==> src/rtl/univ_reg.sv <==
// Universal WIDTH-bit register: load, per-bit JK, masked toggle, shift left/right, up/down count.
// Latency: one clk edge for q/wrap; qb, ser_out, tc combinational. No backpressure (en=0 holds).
// Define UREG_SAT_EN to make UP/DOWN saturate at the limits (wrap then stays 0).
module univ_reg #(
  parameter int              WIDTH     = 8,
  parameter logic [WIDTH-1:0] RESET_VAL = '0
) (
  input  logic             clk,
  input  logic             resetn,
  input  logic             en,
  input  logic             sclr,
  input  logic [2:0]       mode,
  input  logic [WIDTH-1:0] d,
  input  logic [WIDTH-1:0] j,
  input  logic [WIDTH-1:0] k,
  input  logic             ser_in,
  output logic [WIDTH-1:0] q,
  output logic [WIDTH-1:0] qb,
  output logic             ser_out,
  output logic             tc,
  output logic             wrap
);

  localparam logic [2:0] M_HOLD   = 3'd0;
  localparam logic [2:0] M_LOAD   = 3'd1;
  localparam logic [2:0] M_JK     = 3'd2;
  localparam logic [2:0] M_TOGGLE = 3'd3;
  localparam logic [2:0] M_SHL    = 3'd4;
  localparam logic [2:0] M_SHR    = 3'd5;
  localparam logic [2:0] M_UP     = 3'd6;
  localparam logic [2:0] M_DOWN   = 3'd7;

  localparam logic [WIDTH-1:0] ONE = {{(WIDTH-1){1'b0}}, 1'b1};

  logic [WIDTH-1:0] q_nxt;
  logic             wrap_nxt;
  logic             all_ones;
  logic             all_zero;

  assign all_ones = &q;
  assign all_zero = ~|q;

  always_comb begin
    q_nxt    = q;
    wrap_nxt = 1'b0;
    case (mode)
      M_HOLD:   q_nxt = q;
      M_LOAD:   q_nxt = d;
      // Per bit: 00 hold, 01 clear, 10 set, 11 toggle.
      M_JK:     q_nxt = (j & ~q) | (~k & q);
      M_TOGGLE: q_nxt = q ^ d;
      M_SHL:    q_nxt = {q[WIDTH-2:0], ser_in};
      M_SHR:    q_nxt = {ser_in, q[WIDTH-1:1]};
      M_UP: begin
`ifdef UREG_SAT_EN
        q_nxt = all_ones ? q : q + ONE;
`else
        q_nxt    = q + ONE;
        wrap_nxt = all_ones;
`endif
      end
      M_DOWN: begin
`ifdef UREG_SAT_EN
        q_nxt = all_zero ? q : q - ONE;
`else
        q_nxt    = q - ONE;
        wrap_nxt = all_zero;
`endif
      end
      default: q_nxt = q;
    endcase
  end

  always_ff @(posedge clk or negedge resetn) begin
    if (!resetn) begin
      q    <= RESET_VAL;
      wrap <= 1'b0;
    end else if (sclr) begin
      q    <= '0;
      wrap <= 1'b0;
    end else if (!en) begin
      wrap <= 1'b0;
    end else begin
      q    <= q_nxt;
      wrap <= wrap_nxt;
    end
  end

  assign qb      = ~q;
  assign ser_out = (mode == M_SHL) ? q[WIDTH-1] :
                   (mode == M_SHR) ? q[0]       : 1'b0;
  assign tc      = ((mode == M_UP) && all_ones) || ((mode == M_DOWN) && all_zero);

endmodule

==> config.mk <==
export PLATFORM = sky130hd
export DESIGN_NAME = univ_reg
export DESIGN_NICKNAME = d
export VERILOG_FILES = /design/src/rtl/univ_reg.sv
export SDC_FILE = /design/constraint.sdc
export NUM_CORES = 1
export LEC_CHECK = 0
export ABC_AREA = 0
export CAP_MARGIN = 20
export CORE_ASPECT_RATIO = 0.6
export CORE_MARGIN = 4
export CORE_UTILIZATION = 40
export DETAILED_ROUTE_END_ITERATION = 8
export PLACE_DENSITY_LB_ADDON = 0.2
export SYNTH_ARGS = -nofsm -noshare
export SYNTH_HDL_FRONTEND = slang
export SYNTH_SLANG_ARGS = --single-unit
==> constraint.sdc <==
create_clock -name clk -period 3.98 [get_ports clk]
set_input_delay 0.398 -clock clk [delete_from_list [all_inputs] [get_ports clk]]
set_output_delay 0.398 -clock clk [all_outputs]
set_load 0.005 [all_outputs]
==> metrics.txt <==
status completed; max-cap violations 0; worst-case clock skew 2.22 ps; Core Area 2870 um2; Least-Margin Pin Slew 562 ps; CTS H-Tree Depth 1; vias in the first global route 1208; die area 3970 um2; gp weighted congestion 0.878; clock network latency to the later pin of the worst-skew pair 230 ps; peak supply drop 0.0966 mV; Yosys warnings 0; root cell of the clock tree sky130_fd_sc_hd__clkbuf_8; beginning of the critical path q[2]$_DFFE_PN0P_; Resized cells post-CTS 0; number of distinct library cell variants in the gate-level netlist after synthesis 48; Starting DRT DRC Count 103; critical setup path kind register to output pin; share of cells above drive strength 1 5.37%; HPWL after detailed placement 2900 um; Post-CTS Setup Inserts 0; kind of capture point of the worst setup path output pin; worst-case clock buffer depth 2; ANT cells 0; first-pass GRT wire length 5760 um; share of synthesized area occupied by flip-flops and latches 18.8%; clock-pin slew of the registers on the worst-case setup and hold paths 40 ps; period utilization 72.3%; highest-delay cell along the critical path sky130_fd_sc_hd__dfrtp_1; Worst Setup Slack post-DPL 968 ps; Initial Utilization 41.8%; IO Count 51; max-slew violation total from the final report 0; Chip Height 50.4 um; Max transition margin 62.5%; data required time of the worst path 3580 ps; TritonCTS buffer count 3; worst hold slack across all endpoints 461 ps; antenna violation net count after detailed routing 0; arrival time of data at the critical path endpoint 2480 ps; Cell Count Post-Placement 243; Crit path largest cell delay 580 ps; setup TNS after final layout 0 ps; count of state elements after synthesis 9; setup repair after global routing missed its margin no; prevailing post-synth register cell sky130_fd_sc_hd__dfrtp_1; power per unit of standard cell area 227 nW/um2; final routed DRC violation total 0; series of cell instances along the critical path nor3_2, nand4_1, or4b_1, a21oi_2, clkdlybuf4s50_1; P_leak 0.663 nW; total vias in the final route 1436; Port-buffer cells 50; combined buffer and inverter count along the critical path 1; sinks on the clock net 9; total length of routed wires 3700 um; NumNets Final 239; clock tree from TritonCTS done; syn nets 197; Final WS setup 1100 ps; cell type group with the largest total delay on the critical path simple AND/OR/NAND/NOR gates; Tot Pwr 0.396 mW; overall die width 78.7 um; proportion of register bits with asynchronous set or reset after synthesis 100%; commonest non-fill, non-tap cells in the layout sky130_fd_sc_hd__clkdlybuf4s50_1 (50), sky130_fd_sc_hd__nor2_1 (17), sky130_fd_sc_hd__a21oi_1 (13); number of hold-slack violations in the final timing report 0; Hold-fix buffers, CTS 0; First-pass DRT Iterations 4; number of synthesized flops with an enable pin 0; leading cell type in the layout, fill and taps excluded sky130_fd_sc_hd__clkdlybuf4s50_1; Syn Std Cell Area 1200 um2; synthesized netlist cell count 164; minimum period implied by the final worst setup slack 2880 ps; worst min-delay path category input pin to asynchronous set/reset pin; final setup vio count 0; Critical Path Source Type register; worst-path maximum fanout 17; vias per cell 5.81; Mean Syn Cell Area 7.32 um2; Routed wire per std cell 15.0 um; largest net degree at the start of global routing 27; total gr overflow 0; non-filler instance count after layout 247; maximum operating frequency 348 MHz; gr usage total 18.1%; startpoint of the lowest-slack register-to-register path q[1]$_DFFE_PN0P_; standard-cell rows 15; area added between synthesis and finish 45.1%; antenna violations before repair 0
## metal layers
| layer | routed length [um] | vias up | GRT usage, % | part of all wire, % |
|---|---|---|---|---|
| li1 | - | 698 | - | - |
| met5 | 0 | - | 0 | 0 |
| met1 | 1680 | 641 | 27.0 | 45 |
| met3 | 392 | 8 | 2.15 | 11 |
| met2 | 1570 | 89 | 26.5 | 42 |
| met4 | 57 | 0 | 6.40 | 1.5 |
## kinds of logic (layout without fill, tap and decap cells)
family	after synthesis	in the layout	share of synthesized area, %
buf+inv	23	64	8.44
compound gates	54	54	31.4
xor+xnor	8	8	5.83
flops	9	9	18.8
mux	11	11	9.17
simple gates	58	58	25.4
fa+ha+maj	1	1	1.04
## worst paths after layout
kind | slack (ps) | cells past startpoint | endpoint
max in group asynchronous | 3240 | 1 | q[1]$_DFFE_PN0P_
min | 460 | 1 | q[7]$_DFFE_PN0P_
min reg2reg | 780 | 2 | q[7]$_DFFE_PN0P_
min in group clk | 780 | 2 | q[7]$_DFFE_PN0P_
max reg2reg | 1770 | 7 | q[6]$_DFFE_PN0P_
max | 1100 | 5 | tc
## cells in the mapped netlist (3+ instances only)
cell type                   instances  area share (%)
sky130_fd_sc_hd__nand4_1            5             2.6
sky130_fd_sc_hd__xor2_1             5             3.6
sky130_fd_sc_hd__nand2_1           11             3.4
sky130_fd_sc_hd__a2bb2oi_1          3             2.2
sky130_fd_sc_hd__inv_1              7             2.2
sky130_fd_sc_hd__xnor2_1            3             2.2
sky130_fd_sc_hd__a31oi_1            6             3.1
sky130_fd_sc_hd__a21oi_1           13             5.4
sky130_fd_sc_hd__buf_2              9             3.7
sky130_fd_sc_hd__o21ai_0            6             2.5
sky130_fd_sc_hd__dfrtp_1            9              19
sky130_fd_sc_hd__nor2_1            17             5.3
sky130_fd_sc_hd__a211oi_1           6             3.7
sky130_fd_sc_hd__and2_1             5             2.6
sky130_fd_sc_hd__clkbuf_1           5             1.6
sky130_fd_sc_hd__nor2b_1            5             2.6
sky130_fd_sc_hd__mux2i_1           11             9.2
## final cells by class
| type | count | area [um2] |
|---|---|---|
| fill | 264 | 1130 |
| multi-input combinational | 132 | 875 |
| timing repair buffer | 52 | 515 |
| sequential | 9 | 225 |
| tap | 42 | 52.6 |
| clock buffer | 4 | 45.0 |
| inverter | 8 | 30.0 |
## stage by stage
stage,util [%],cell area (um2)
after floorplan,-,1200
after global placement,59.1,1700
after detailed placement,59.1,1700
after CTS,60.7,1740
after global routing,60.7,1740
final,60.7,1740
## power by group
part | internal (mW) | total, mW | switching, mW | leakage (nW)
Sequential | 0.0984 | 0.126 | 0.0275 | 0.121
Clock | 0.0697 | 0.105 | 0.0349 | 0.0228
Combinational | 0.0952 | 0.165 | 0.0702 | 0.519
## sequential cells by signal, summed over array words and instances, names as in the netlist
name,flops
q,8
wrap,1
## worst register-to-register path: cells and delay by family, from the launching register on
family                     cells  cell delay (ps)
AOI/OAI and AO/OA              3              380
xor gates and xnor gates       1              140
adders and majority gates      1              260
DFF                            1              670
and+or+nand+nor                2              610
Power figures use the tool's default switching activity.
